**src/rtl/game_pkg.sv**
```systemverilog
// Types and constants shared by the score keeper and its debris FIFO.
package game_pkg;

    typedef enum logic [1:0] {
        GAME_IDLE    = 2'd0,
        GAME_PLAYING = 2'd1,
        GAME_FAILED  = 2'd2
    } game_state_e;

    typedef enum logic [2:0] {
        DIR_UP         = 3'd0,
        DIR_DOWN       = 3'd1,
        DIR_LEFT       = 3'd2,
        DIR_RIGHT      = 3'd3,
        DIR_UP_LEFT    = 3'd4,
        DIR_UP_RIGHT   = 3'd5,
        DIR_DOWN_LEFT  = 3'd6,
        DIR_DOWN_RIGHT = 3'd7
    } direction_e;

    localparam int SCORE_W  = 20;
    localparam int COMBO_W  = 8;
    localparam int MULT_W   = 4;
    localparam int HEALTH_W = 7;
    localparam int X_W      = 12;
    localparam int Y_W      = 12;
    localparam int Z_W      = 14;
    localparam int ID_W     = 8;

    localparam int BASE_POINTS = 100;

    localparam logic [SCORE_W-1:0] SCORE_MAX = '1;
    localparam logic [COMBO_W-1:0] COMBO_MAX = '1;
    localparam logic [MULT_W-1:0]  MULT_MIN  = 4'd1;
    localparam logic [MULT_W-1:0]  MULT_MAX  = 4'd8;

    // Slices needed at each multiplier before it doubles.
    localparam logic [3:0] THRESH_X1 = 4'd2;
    localparam logic [3:0] THRESH_X2 = 4'd4;
    localparam logic [3:0] THRESH_X4 = 4'd8;

    function automatic logic [3:0] promote_threshold(input logic [MULT_W-1:0] mult);
        case (mult)
            4'd1:    return THRESH_X1;
            4'd2:    return THRESH_X2;
            4'd4:    return THRESH_X4;
            default: return 4'd0;
        endcase
    endfunction

    typedef struct packed {
        logic [X_W-1:0]  x;
        logic [Y_W-1:0]  y;
        logic [Z_W-1:0]  z;
        logic            color;
        direction_e      direction;
        logic [ID_W-1:0] id;
    } debris_t;

    localparam int DEBRIS_W = $bits(debris_t);

endpackage

```
**src/rtl/debris_fifo.sv**
```systemverilog
// First-word-fall-through FIFO: the head entry is always on o_data while o_valid is high.
module debris_fifo #(
    parameter int DEPTH = 4,
    parameter int WIDTH = 8
) (
    input  logic             clk_in,
    input  logic             rst_in,
    input  logic             i_flush,
    input  logic             i_push,
    input  logic [WIDTH-1:0] i_push_data,
    output logic             o_full,
    output logic             o_valid,
    input  logic             i_ready,
    output logic [WIDTH-1:0] o_data
);

    localparam int PTR_W = (DEPTH > 1) ? $clog2(DEPTH) : 1;
    localparam int CNT_W = $clog2(DEPTH + 1);

    logic [WIDTH-1:0] r_mem [DEPTH];
    logic [PTR_W-1:0] r_wr_ptr;
    logic [PTR_W-1:0] r_rd_ptr;
    logic [CNT_W-1:0] r_count;
    logic             w_pop;
    logic             w_push_ok;

    function automatic logic [PTR_W-1:0] ptr_inc(input logic [PTR_W-1:0] ptr);
        return (ptr == PTR_W'(DEPTH - 1)) ? '0 : ptr + 1'b1;
    endfunction

    assign o_full    = (r_count == CNT_W'(DEPTH));
    assign o_valid   = (r_count != '0);
    assign o_data    = r_mem[r_rd_ptr];
    assign w_pop     = o_valid && i_ready;
    // A full FIFO still accepts a push when the head leaves in the same cycle.
    assign w_push_ok = i_push && (!o_full || w_pop);

    // NOTE: storage is deliberately not reset; r_count alone says which slots hold data.
    always_ff @(posedge clk_in) begin
        if (w_push_ok) begin
            r_mem[r_wr_ptr] <= i_push_data;
        end
    end

    // NOTE: non-blocking assignments so every register here sees pre-edge values.
    always_ff @(posedge clk_in) begin
        if (rst_in || i_flush) begin
            r_wr_ptr <= '0;
            r_rd_ptr <= '0;
            r_count  <= '0;
        end else begin
            if (w_push_ok) begin
                r_wr_ptr <= ptr_inc(r_wr_ptr);
            end
            if (w_pop) begin
                r_rd_ptr <= ptr_inc(r_rd_ptr);
            end
            case ({w_push_ok, w_pop})
                2'b10:   r_count <= r_count + 1'b1;
                2'b01:   r_count <= r_count - 1'b1;
                default: r_count <= r_count;
            endcase
        end
    end

endmodule

```
**src/rtl/score_keeper.sv**
```systemverilog
// Game bookkeeping: score, combo, multiplier and health driven by slice/miss/hit events,
// plus a queue of sliced blocks handed to the debris renderer.
module score_keeper
    import game_pkg::*;
#(
    parameter int FIFO_DEPTH   = 4,
    parameter int HEALTH_INIT  = 50,
    parameter int HEALTH_MAX   = 100,
    parameter int MISS_PENALTY = 10,
    parameter int HIT_PENALTY  = 15
) (
    input  logic        clk_in,
    input  logic        rst_in,
    input  logic        start_in,
    input  logic        block_sliced,
    input  logic [11:0] block_x_in,
    input  logic [11:0] block_y_in,
    input  logic [13:0] block_z_in,
    input  logic        block_color_in,
    input  logic [2:0]  block_direction_in,
    input  logic [7:0]  block_ID_in,
    input  logic        block_missed,
    input  logic [7:0]  missed_ID_in,
    input  logic        player_hit_by_obstacle,
    output logic [1:0]  game_state,
    output logic [19:0] score,
    output logic [7:0]  combo,
    output logic [3:0]  multiplier,
    output logic [6:0]  health,
    output logic        debris_valid,
    input  logic        debris_ready,
    output logic [11:0] debris_x,
    output logic [11:0] debris_y,
    output logic [13:0] debris_z,
    output logic        debris_color,
    output logic [2:0]  debris_direction,
    output logic [7:0]  debris_ID,
    output logic        debris_overflow
);

    game_state_e          r_state;
    game_state_e          w_state_next;
    logic [SCORE_W-1:0]   r_score;
    logic [SCORE_W-1:0]   w_score_next;
    logic [COMBO_W-1:0]   r_combo;
    logic [COMBO_W-1:0]   w_combo_next;
    logic [MULT_W-1:0]    r_mult;
    logic [MULT_W-1:0]    w_mult_next;
    logic [3:0]           r_progress;
    logic [3:0]           w_progress_next;
    logic [3:0]           w_progress_inc;
    logic [HEALTH_W-1:0]  r_health;
    logic [HEALTH_W-1:0]  w_health_next;
    logic [ID_W-1:0]      r_last_missed_id;
    logic                 r_hit_prev;
    logic                 r_overflow;

    logic                 w_playing;
    logic                 w_start;
    logic                 w_slice;
    logic                 w_miss;
    logic                 w_hit;
    logic                 w_penalty;
    logic                 w_pop;
    logic                 w_fifo_full;
    logic                 w_fifo_valid;
    logic [SCORE_W:0]     w_score_sum;
    logic [HEALTH_W:0]    w_health_up;
    logic [HEALTH_W:0]    w_penalty_total;
    logic [HEALTH_W:0]    w_health_net;
    debris_t              w_push_data;
    debris_t              w_pop_data;
    logic [DEBRIS_W-1:0]  w_pop_bits;

    assign w_playing = (r_state == GAME_PLAYING);
    assign w_start   = start_in && !w_playing;
    assign w_slice   = w_playing && block_sliced;
    assign w_miss    = w_playing && block_missed && (missed_ID_in != r_last_missed_id);
    assign w_hit     = w_playing && player_hit_by_obstacle && !r_hit_prev;
    assign w_penalty = w_miss || w_hit;
    assign w_pop     = w_fifo_valid && debris_ready;

    always_ff @(posedge clk_in) begin
        if (rst_in) begin
            r_state <= GAME_IDLE;
        end else begin
            r_state <= w_state_next;
        end
    end

    always_comb begin
        // NOTE: defaults first so no path through a combinational block can infer a latch.
        w_state_next = r_state;
        case (r_state)
            GAME_IDLE,
            GAME_FAILED:  if (start_in) w_state_next = GAME_PLAYING;
            GAME_PLAYING: if (w_health_next == '0) w_state_next = GAME_FAILED;
            default:      w_state_next = GAME_IDLE;
        endcase
    end

    always_comb begin
        w_score_next    = r_score;
        w_combo_next    = r_combo;
        w_mult_next     = r_mult;
        w_progress_next = r_progress;
        w_progress_inc  = r_progress + 4'd1;
        // Score always uses the multiplier in force before this cycle's events.
        w_score_sum     = {1'b0, r_score} + (21'(BASE_POINTS) * 21'(r_mult));

        if (w_slice) begin
            w_score_next = w_score_sum[SCORE_W] ? SCORE_MAX : w_score_sum[SCORE_W-1:0];
        end

        if (w_penalty) begin
            w_combo_next    = '0;
            w_progress_next = '0;
            w_mult_next     = (r_mult > MULT_MIN) ? (r_mult >> 1) : MULT_MIN;
        end else if (w_slice) begin
            if (r_combo != COMBO_MAX) begin
                w_combo_next = r_combo + 1'b1;
            end
            if (r_mult != MULT_MAX) begin
                if (w_progress_inc >= promote_threshold(r_mult)) begin
                    w_mult_next     = r_mult << 1;
                    w_progress_next = '0;
                end else begin
                    w_progress_next = w_progress_inc;
                end
            end
        end

        // Net health change is +1 for a slice minus any penalties, then clamped to [0, HEALTH_MAX].
        w_health_up     = {1'b0, r_health} + {{HEALTH_W{1'b0}}, w_slice};
        w_penalty_total = (w_miss ? 8'(MISS_PENALTY) : 8'd0) + (w_hit ? 8'(HIT_PENALTY) : 8'd0);
        if (w_health_up <= w_penalty_total) begin
            w_health_net = '0;
        end else begin
            w_health_net = w_health_up - w_penalty_total;
        end
        if (w_health_net > 8'(HEALTH_MAX)) begin
            w_health_next = 7'(HEALTH_MAX);
        end else begin
            w_health_next = w_health_net[HEALTH_W-1:0];
        end
    end

    always_ff @(posedge clk_in) begin
        if (rst_in) begin
            r_score          <= '0;
            r_combo          <= '0;
            r_mult           <= MULT_MIN;
            r_progress       <= '0;
            r_health         <= '0;
            r_last_missed_id <= '0;
        end else if (w_start) begin
            r_score          <= '0;
            r_combo          <= '0;
            r_mult           <= MULT_MIN;
            r_progress       <= '0;
            r_health         <= 7'(HEALTH_INIT);
            r_last_missed_id <= '0;
        end else if (w_playing) begin
            r_score    <= w_score_next;
            r_combo    <= w_combo_next;
            r_mult     <= w_mult_next;
            r_progress <= w_progress_next;
            r_health   <= w_health_next;
            if (w_miss) begin
                r_last_missed_id <= missed_ID_in;
            end
        end
    end

    // The obstacle level is tracked in every state so a hit held across start is not a fresh edge.
    always_ff @(posedge clk_in) begin
        if (rst_in) begin
            r_hit_prev <= 1'b0;
        end else begin
            r_hit_prev <= player_hit_by_obstacle;
        end
    end

    always_ff @(posedge clk_in) begin
        if (rst_in || w_start) begin
            r_overflow <= 1'b0;
        end else if (w_slice && w_fifo_full && !w_pop) begin
            r_overflow <= 1'b1;
        end
    end

    always_comb begin
        w_push_data           = '0;
        w_push_data.x         = block_x_in;
        w_push_data.y         = block_y_in;
        w_push_data.z         = block_z_in;
        w_push_data.color     = block_color_in;
        w_push_data.direction = direction_e'(block_direction_in);
        w_push_data.id        = block_ID_in;
    end

    debris_fifo #(
        .DEPTH (FIFO_DEPTH),
        .WIDTH (DEBRIS_W)
    ) u_debris_fifo (
        .clk_in      (clk_in),
        .rst_in      (rst_in),
        .i_flush     (w_start),
        .i_push      (w_slice),
        .i_push_data (w_push_data),
        .o_full      (w_fifo_full),
        .o_valid     (w_fifo_valid),
        .i_ready     (debris_ready),
        .o_data      (w_pop_bits)
    );

    assign w_pop_data = debris_t'(w_pop_bits);

    assign game_state       = r_state;
    assign score            = r_score;
    assign combo            = r_combo;
    assign multiplier       = r_mult;
    assign health           = r_health;
    assign debris_valid     = w_fifo_valid;
    assign debris_x         = w_pop_data.x;
    assign debris_y         = w_pop_data.y;
    assign debris_z         = w_pop_data.z;
    assign debris_color     = w_pop_data.color;
    assign debris_direction = w_pop_data.direction;
    assign debris_ID        = w_pop_data.id;
    assign debris_overflow  = r_overflow;

endmodule

```
**config.mk**
```make
export PLATFORM = sky130hd
export DESIGN_NAME = score_keeper
export DESIGN_NICKNAME = d
export VERILOG_FILES = /design/src/rtl/game_pkg.sv /design/src/rtl/debris_fifo.sv /design/src/rtl/score_keeper.sv
export SDC_FILE = /design/constraint.sdc
export NUM_CORES = 1
export LEC_CHECK = 0
export ABC_AREA = 1
export CAP_MARGIN = 20
export CELL_PAD_IN_SITES_DETAIL_PLACEMENT = 2
export CELL_PAD_IN_SITES_GLOBAL_PLACEMENT = 2
export CORE_MARGIN = 5
export CORE_UTILIZATION = 39
export DETAILED_ROUTE_END_ITERATION = 10
export GPL_TIMING_DRIVEN = 0
export PLACE_DENSITY = 0.94
export SLEW_MARGIN = 15
export SYNTH_ARGS = -nofsm -noshare
export SYNTH_HDL_FRONTEND = slang
export SYNTH_SLANG_ARGS = --single-unit
```
**constraint.sdc**
```tcl
create_clock -name clk_in -period 10.6 [get_ports clk_in]
set_input_delay 2.65 -clock clk_in [delete_from_list [all_inputs] [get_ports clk_in]]
set_output_delay 2.65 -clock clk_in [all_outputs]
set_load 0.05 [all_outputs]
```
# Word-level counts from Yosys, hierarchy flattened
# Memory sizes are Yosys's and may differ from the RTL's. A register that Yosys moved wholly into a read port is not among the register bits.
# Cells that the tools add are included.
# totals
reg_bits	62
latch_bits	0
ramBits	200
mem_bits_ro	0
input_bits	65
out_inout_bits	93
word_cells	111
n_memories	1
# classes
add_sub_neg	10
multipliers	1
n_div	0
n_lt_le_gt_ge	4
n_eq_ne	15
shift	0
n_mux	33
bitwise_logic	0
n_reduce_logical	34
# memory_table
memory	words	word_bits	read_ports	rd_ports_with_merged_regs	write_ports	line_no	rtl
u_debris_fifo.r_mem	4	50	1	1	1	debris_fifo.sv:20	logic [WIDTH-1:0] r_mem [DEPTH];
# ops
op	n
$mux W4	13
$mux W8	4
$add A20 B11 Y21	1
$mux W20	1
$mux W2	6
$mux W6	2
$pmux W4 S3	1
$reduce_bool A2 Y1	6
$logic_and A1 B1 Y1	10
$mul A5 B4 Y9 const A	1
$add A7 B1 Y8	1
$add A8 B1 Y8 const B	1
$eq A2 B2 Y1 const B	4
$gt A8 B7 Y1 const B	1
$le A8 B5 Y1	1
$ne A8 B8 Y1	1
$ne A8 B8 Y1 const B	1
$sub A8 B5 Y8	1
$logic_not A7 Y1	1
$mux W7	1
$pmux W3 S2	1
$reduce_and A2 Y1	3
$reduce_and A3 Y1	2
$add A4 B4 Y5	1
23 further kinds	32

# Longest topological paths before layout
# Gate-level depths: netlist of run 1.
# logic_depth
word_depth	12
mapped_depth	27
mapped_depth_nobuf	26

# Hierarchy
# Synthesis of run 1 repeated with hierarchy kept, for this count alone.
# unflattened
hier_cells	1077
hier_area_um2	11805.1
# modules_own_cells
module	n_inst	cells_each	area_per_inst_um2	seq_area_each_um2
debris_fifo	1	554	8069.0	6185.9
score_keeper	1	523	3736.1	1081.0

# Worst setup path after synthesis of run 1
# No wires, ideal clock.
# synth_path
path_type	input to register
start	input block_sliced
end	memory u_debris_fifo.r_mem[0][0] in the netlist's numbering, enable pin
setup_time_ns	0.458
t_arrival_ns	5.386
required_ns	10.142
path_slack_ns	4.756
stages	6
n_path_buf	0
path_cell_list	inv_1 -> nor2_4 -> inv_1 -> nor2_1 -> clkinv_1 -> nor2_1
# synth_via
elab_chain_len	4
# synth_rtl
item	line_no	rtl
from (decl)	score_keeper.sv:15	input logic block_sliced,
$logic_and A1 B1 Y1	score_keeper.sv:77	assign w_slice = w_playing && block_sliced;
$logic_and A1 B1 Y1	debris_fifo.sv:36	assign w_push_ok = i_push && (!o_full || w_pop);
$mux W1	debris_fifo.sv:40	if (w_push_ok) begin
$mux W1 (implied by the code)	debris_fifo.sv:41	r_mem[r_wr_ptr] <= i_push_data;
to (decl)	debris_fifo.sv:20	
# Every way passes these cells.

# Worst setup path in the final report of run 1
# layout_path
start	input block_sliced
end	register r_health[6], in the netlist health[6]
# layout_via
elab_chain_len	6
elab_cells_between_ends	7
cone_classes	2 x add/sub; 2 x order compare; 2 x mux; 1 x reduce/logical
# layout_rtl
item	line_no	rtl
$logic_and A1 B1 Y1 (*)	score_keeper.sv:77	
$add A7 B1 Y8 (*)	score_keeper.sv:134	w_health_up = {1'b0, r_health} + {{HEALTH_W{1'b0}}, w_slice};
$sub A8 B5 Y8 / $le A8 B5 Y1 (equally long branches)	score_keeper.sv:139, score_keeper.sv:136	
$mux W8 (*)	score_keeper.sv:136	if (w_health_up <= w_penalty_total) begin
$gt A8 B7 Y1	score_keeper.sv:141	if (w_health_net > 8'(HEALTH_MAX)) begin
$mux W7 (*)	score_keeper.sv:141	
to (signal assigned)	score_keeper.sv:161	r_health <= 7'(HEALTH_INIT);
to (signal assigned)	score_keeper.sv:168	r_health <= w_health_next;
to (decl)	score_keeper.sv:52	logic [HEALTH_W-1:0] r_health;
# Every way passes the cells marked *; elsewhere a longest branch is shown, timed or not.
# A chain may end at the register's enable or synchronous reset.

==> run_results.csv, run 1 <==
group,metric,value,unit
setup_path,reg2regPathDepth,23,
pwr,p_int,2.022,mW
layout,final_common_cell,"edfxtp_1",
worst_hold_path,min_from,"combo[7]",
logic_synthesis,syn_area_per_cell,10.88,µm²
flow_run,drv_cap,0,
setup_path,path_depth,22,
clocking,htree_levels,1,
logic_synthesis,synth_area,11450,µm²
layout,final_core_util,51.08,%
clocking,post_cts_resize_count,0,
pwr,swShare,32.70,%
drt,firstDrtPassIters,5,
setup_path,crit_family,"simple AND/OR/NAND/NOR gates",
placed_design,dp.cells,1601,
clocking,numClockSinks,263,
sta,slew_violations,0,
logic_synthesis,yosys_warnings,0,
drt,drt_wl_total,41370,µm
drt,routedWlPerCell,24.95,µm
floorplan,rows,62,
pwr,p_leak,5.348,nW
logic_synthesis,synthDistinctLibCells,40,
logic_synthesis,synthCells,1052,
layout,stdcell_count,1658,
sta,rsz0062_at_grt,"false",
logic_synthesis,ys_ff_latch,263,
setup_path,crit_buf_inv,4,
clocking,clk_latency,0.55,ns
floorplan,core,28860,µm²
global_routing,first_global_vias,10240,
clocking,clockBufferDepth,3,
logic_synthesis,synthesis.nets,1165,
run_status,outcome,"completed",
drt,drtAntennaViolNets,0,
drt,drt-vias-per-instance,5.517,
sta,slew_headroom,51.62,%
logic_synthesis,synth-edff-count,200,
clocking,cts_setup_buffers,0,
layout,nets,1362,
sta,finClkSkew,0.01272,ns
layout,area_growth,28.79,%
setup_path,cpMaxStageDelayCell,"clkbuf_1",
drt,drt_iter0_drc,538,
setup_path,crit_required,11.02,ns
layout,fillers,2876,
sta,setup_violations,0,
drt,drc,0,
pwr,ir_worst_vdd,0.0001272,V
setup_path,worstSetupPathType,"input port to flop",
setup_path,r2r-start,"game_state[0]",
global_routing,gr-total-overflow,0,
placed_design,place_congestion,0.8096,
sta,finalCritPeriodShare,64.26,%
sta,finalHoldViolCount,0,
sta,timing.final.crit_period,6.812,ns
logic_synthesis,ys_seq_area_share,63.49,%
placed_design,hpwlAfterDp,27810,µm
clocking,root_buffer,"clkbuf_16",
pwr,p_seq_share,39.5,%
pwr,combPwrFrac,25.3,%
sta,fmax,146.8,MHz
setup_path,cp_data_arrival_time,7.24,ns
pwr,power_density,203.8,nW/µm²
clocking,cts_tree,"yes",
floorplan,initial_core_util,39.66,%
setup_path,startpoint_type,"input port",
floorplan,die_h,181.3,µm
setup_path,path_cells,"clkdlybuf4s50_1 -> inv_1 -> nor2_4 -> clkbuf_1 -> ha_1 -> ha_1 -> nand3_1 -> xor2_1 -> ha_1 -> nand2_1 -> nor3_1 -> nor2_1 -> nand2_1 -> nand2_1 -> nor2_1 -> nand2_2 -> nor2_2 -> nand2_2 -> nand2_4 -> nand2_4 -> o21ai_0 -> inv_1",
floorplan,die_area,32880,µm²
sta,fin_setup_tns,0,ns
setup_path,cp-startpoint,"block_sliced",
pwr,switching_power,0.9825,mW
layout,drive_gt1_share,6.756,%
drt,vias,9147,
global_routing,antenna_found_initial,3,
global_routing,grt_usage,24.57,%
setup_path,worstPathMaxFanout,10,
pwr,pwr-share-clk,35.2,%
worst_hold_path,min_path_type,"flop to flop",
clocking,holdBufCountCts,0,
worst_hold_path,min_path_cells,1,
clocking,path_clk_slew,0.06,ns
clocking,numCtsBuffers,30,
global_routing,grt_pass1_wl,63250,µm
placed_design,io_buffers,157,
sta,worstMarginPinSlew,0.7257,ns
setup_path,crit_path_max_incr_delay,0.60,ns
global_routing,grt_max_degree,25,
layout,final_cell_mix,"edfxtp_1 (200), nor2_1 (165), clkdlybuf4s50_1 (157)",
floorplan,ioPinCount,158,
setup_path,crit_path_end_kind,"flop",
floorplan,die_w,181.3,µm
logic_synthesis,synthFlopType,"edfxtp_1",
pwr,power,3.004,mW
logic_synthesis,async_flop_share,0,%
==> worst register-to-register path, cell delays in order, from the launching register on <==
cell and delay (ns):
dfxtp_1 0.38, inv_1 0.11, nor2_4 0.26, inv_2 0.18, nor2_4 0.29, clkbuf_1 0.60
ha_1 0.36, ha_1 0.26, nand3_1 0.12, xor2_1 0.19, ha_1 0.37, nand2_1 0.09
nor3_1 0.31, nor2_1 0.14, nand2_1 0.09, nand2_1 0.07, nor2_1 0.35, nand2_2 0.10
nor2_2 0.15, nand2_2 0.08, nand2_4 0.14, nand2_4 0.06, o21ai_0 0.22, inv_1 0.09
==> per-layer routing <==
layer  global-route usage (%)  wire length [µm]
met1                    29.77             16620
met2                    45.75             21800
met4                    5.314               850
met3                    4.223              2082
met5                        0                23
==> power by group through the flow <==
stage	sequential [mW]	clock [mW]	combinational (mW)
floorplan	1.24	0	0.440
global placement	1.20	0	0.695
detailed placement	1.21	0	0.748
CTS	1.19	1.08	0.766
global route	1.19	1.13	0.820
finish	1.19	1.06	0.761
==> path summary, 6_finish.rpt <==
path	slack (ns)	end
max reg2reg	5.51	health[6]
min	0.50	combo[7]
max	3.79	health[6]
min reg2reg	0.50	combo[7]
==> sequential cells by signal (all words and copies together) (netlist names), named ones only <==
signal / count
combo: 8
debris_overflow: 1
game_state: 2
health: 7
multiplier: 4
r_hit_prev: 1
r_last_missed_id: 8
r_progress: 4
score: 19
u_debris_fifo.r_count: 3
u_debris_fifo.r_mem: 200
u_debris_fifo.r_rd_ptr: 2
u_debris_fifo.r_wr_ptr: 2
==> per-stage QoR <==
step,cell area (µm²),hold slack (ns),worst slack [ns]
finish,14740,0.5009,3.788
global route,14740,0.5290,3.453
global placement,13500,0.4529,2.177
floorplan,11450,0.4595,4.756
detailed placement,13730,0.4681,3.443
CTS,14740,0.4945,3.797
==> Yosys cell counts, types with 2 or more instances <==
cell type | count | area share [%]
a211oi_1 | 3 | 0.20
a21oi_1 | 50 | 2.2
a21oi_2 | 2 | 0.15
a31oi_1 | 3 | 0.16
buf_1 | 2 | 0.066
clkbuf_1 | 34 | 1.1
clkinv_1 | 2 | 0.066
dfxtp_1 | 63 | 11
edfxtp_1 | 200 | 52
fa_1 | 4 | 0.70
ha_1 | 44 | 4.8
inv_1 | 82 | 2.7
inv_2 | 5 | 0.16
nand2_1 | 89 | 2.9
nand2_2 | 6 | 0.33
nand2_4 | 2 | 0.20
nand3_1 | 19 | 0.83
nand3_2 | 2 | 0.17
nand4_1 | 9 | 0.49
nor2_1 | 169 | 5.5
nor2_2 | 4 | 0.22
nor2_4 | 4 | 0.39
nor3_1 | 6 | 0.26
nor4_1 | 3 | 0.16
o211ai_1 | 2 | 0.13
o21ai_0 | 149 | 6.5
o21ai_2 | 2 | 0.15
o21bai_1 | 2 | 0.13
o22ai_1 | 50 | 2.7
xnor2_1 | 9 | 0.69
xor2_1 | 22 | 1.7
==> kinds of logic (layout without fill, tap and decap cells) <==
kind of cell               count (synthesis)  after routing  synth area share (%)
xor gates and xnor gates                  31             31                 2.372
AOI/OAI and AO/OA                        268            268                 12.72
adders and majority gates                 48             48                 5.509
and+or+nand+nor                          315            315                 11.64
DFF                                      263            263                 63.49
buffers and inverters                    127            348                 4.263
other                                      0              1                     0
==> area by class of cell <==
class                   instances  area (µm²)  area share, %
well taps                     384       480.5          3.259
plain buffers                  38       153.9          1.044
diodes                          1       2.502        0.01698
inverters                      89       334.1          2.266
flip-flops and latches        263        7267          49.30
repair buffers                165        1777          12.05
clock inverters                10       93.84         0.6366
multi-input cells             662        3721          25.24
clock buffers                  46       912.1          6.187
Power figures use the tool's default switching activity.
==> run 2: changes to the inputs <==
CORE_UTILIZATION = 32   (was 39)
PLACE_DENSITY = 0.83   (was 0.94)
clock period = 6.1 ns   (was 10.6 ns; I/O delays follow)
==> run 2 against run 1 <==
Effect of this change:
- clock-buffer cell count shrank 5
- worst hold slack lost 0.024 ns
- cell count grew 4.5%
- sequential power grew 73%
- power grew 67%
- critical path type unchanged
- critical endpoint is now game_state[0]
==> run_results.csv, run 2 (same netlist as run 1, synthesis figures left out) <==
group,metric,value,unit
layout,nets,1364,
setup_path,reg2regPathDepth,24,
clocking,holdBufCountCts,0,
setup_path,cp_data_arrival_time,5.78,ns
worst_hold_path,min_path_cells,2,
setup_path,crit_required,6.56,ns
pwr,ir_worst_vdd,0.0002083,V
setup_path,crit_path_end_kind,"flop",
clocking,htree_levels,1,
run_status,outcome,"completed",
sta,finalCritPeriodShare,87.19,%
pwr,p_leak,5.310,nW
layout,max_flop_register,"u_debris_fifo.r_mem",
placed_design,place_congestion,0.7693,
setup_path,r2r_slack,1.42,ns
global_routing,grt_max_degree,22,
floorplan,rows,69,
floorplan,core,35480,µm²
setup_path,crit_path_max_incr_delay,0.59,ns
sta,slew_violations,0,
global_routing,grt_usage,18.79,%
sta,slew_headroom,51.04,%
floorplan,die_area,39650,µm²
floorplan,initial_core_util,32.26,%
setup_path,path_cells,"clkdlybuf4s50_1 -> inv_1 -> nor2_4 -> clkbuf_1 -> ha_1 -> ha_1 -> nand3_1 -> xor2_1 -> ha_1 -> nand2_1 -> nor3_1 -> nor2_1 -> nand2_1 -> nand2_1 -> nor2_1 -> nand3_1 -> nand2_1 -> inv_1 -> nand2_2 -> nand2_4 -> nand4_1 -> nand2_1 -> a21oi_1",
floorplan,die_w,199.1,µm
placed_design,dpl_worst_slack,-0.3053,ns
global_routing,grt_busiest_layer,"met2",
setup_path,startpoint_type,"input port",
global_routing,gr-total-overflow,0,
clocking,numCtsBuffers,30,
clocking,cts_setup_buffers,0,
drt,drt_iter0_drc,341,
clocking,root_buffer,"clkbuf_16",
setup_path,crit_buf_inv,4,
layout,stdcell_count,1733,
setup_path,crit_family,"simple AND/OR/NAND/NOR gates",
drt,drc,0,
layout,drive_gt1_share,6.682,%
global_routing,first_global_vias,10030,
placed_design,io_buffers,157,
setup_path,cpMaxStageDelayCell,"clkbuf_1",
layout,fillers,3699,
sta,finClkSkew,0.01423,ns
clocking,cts_tree,"yes",
worst_hold_path,min_path_type,"flop to flop",
layout,largest_reg_flops,200,
global_routing,grtUsageMet2,35.04,%
setup_path,cp_common_cell,"nand2_1",
placed_design,hpwlAfterDp,26700,µm
drt,routedWlPerCell,21.77,µm
layout,area_growth,29.28,%
drt,drt-vias-per-instance,5.099,
drt,drt_wl_total,37720,µm
sta,timing.final.crit_period,5.318,ns
layout,final_common_cell,"edfxtp_1",
sta,fin_setup_tns,0,ns
setup_path,r2r-start,"game_state[0]",
worst_hold_path,hold_end,"debris_overflow",
clocking,clk_latency,0.55,ns
sta,finalHoldViolCount,0,
sta,setup_ws,0.7816,ns
floorplan,ioPinCount,158,
global_routing,grt_use_met1,22.41,%
placed_design,dp.cells,1680,
pwr,power_density,339.5,nW/µm²
global_routing,antenna_found_initial,2,
clocking,path_clk_slew,0.06,ns
layout,antenna_cells,0,
sta,fmax,188.0,MHz
setup_path,worstPathMaxFanout,10,
drt,drtAntennaViolNets,0,
global_routing,grtUsageMet3,3.692,%
drt,vias,8837,
sta,worstMarginPinSlew,0.7344,ns
setup_path,worstSetupPathType,"input port to flop",
clocking,numClockSinks,263,
flow_run,drv_cap,0,
drt,firstDrtPassIters,5,
sta,rsz0062_at_grt,"false",
clocking,post_cts_resize_count,0,
sta,setup_violations,0,
worst_hold_path,min_from,"debris_overflow",
setup_path,cp-startpoint,"block_sliced",
global_routing,grt_pass1_wl,58410,µm
floorplan,die_h,199.1,µm
clocking,clockBufferDepth,3,
setup_path,r2r-end,"game_state[0]",
layout,final_cell_mix,"edfxtp_1 (200), nor2_1 (165), clkdlybuf4s50_1 (157)",
run 2: cell count changes in the layout (fill, tap and decap cells not counted), sizes merged:
| cell | change |
|---|---|
| diode | -1 |
| bufinv | -1 |
| clkbuf | -5 |
| buf | +2 |
| clkinv | +1 |
| clkinvlp | +2 |
run 2: power breakdown:
group          switching [mW]  internal [mW]
Combinational           0.877          0.405
Clock                   0.718          0.966
Sequential             0.0546           2.00
run 2: through the flow:
step | hold WS [ns] | instance area (µm²) | util, % | total power [mW]
2_1_floorplan | 0.4595 | 11450 | - | 2.913
3_3_place_gp | 0.4583 | 13590 | 38.31 | 3.320
5_1_grt | 0.5148 | 14800 | 41.70 | 5.290
4_1_cts | 0.4831 | 14780 | 41.66 | 5.097
6_report | 0.4768 | 14800 | 41.70 | 5.024
3_5_place_dp | 0.4681 | 13880 | 39.13 | 3.381
run 2: worst register-to-register path: stages (launching register included):
cell	delay, ns
dfxtp_1	0.37
inv_1	0.10
nor2_4	0.22
inv_2	0.18
nor2_4	0.23
clkbuf_1	0.59
ha_1	0.34
ha_1	0.25
nand3_1	0.11
xor2_1	0.18
ha_1	0.37
nand2_1	0.07
nor3_1	0.21
nor2_1	0.14
nand2_1	0.08
nand2_1	0.05
nor2_1	0.34
nand3_1	0.14
nand2_1	0.08
inv_1	0.05
nand2_2	0.08
nand2_4	0.11
nand4_1	0.12
nand2_1	0.07
a21oi_1	0.15
run 2: final cells by class:
class | instances | area, µm² | share of cell area [%]
Buffer | 38 | 153.9 | 1.040
Timing Repair Buffer | 167 | 1832 | 12.38
Clock buffer | 41 | 813.3 | 5.496
Sequential cell | 263 | 7267 | 49.11
Clock inverter | 12 | 85.08 | 0.5750
Inverter | 89 | 337.8 | 2.283
Tap cell | 461 | 576.8 | 3.898
Multi-Input combinational cell | 662 | 3732 | 25.22
run 2: metal layers:
layer | wire [µm] | up-vias
met1 | 15290 | 4461
met4 | 603 | 4
met2 | 19700 | 214
li1 | - | 4105
met5 | 18 | -
met3 | 2112 | 53
run 2: worst max-delay path by stage:
stage                                  to  slack (ns)  cells past startpoint
6_report                    game_state[0]        0.78                     23
5_1_grt                     game_state[0]        0.29                     23
4_1_cts                     game_state[0]        0.21                     23
3_5_place_dp                game_state[1]       -0.31                     23
3_3_place_gp   u_debris_fifo.r_mem[3][17]       -1.23                      7
2_1_floorplan   u_debris_fifo.r_mem[0][0]        1.38                      6
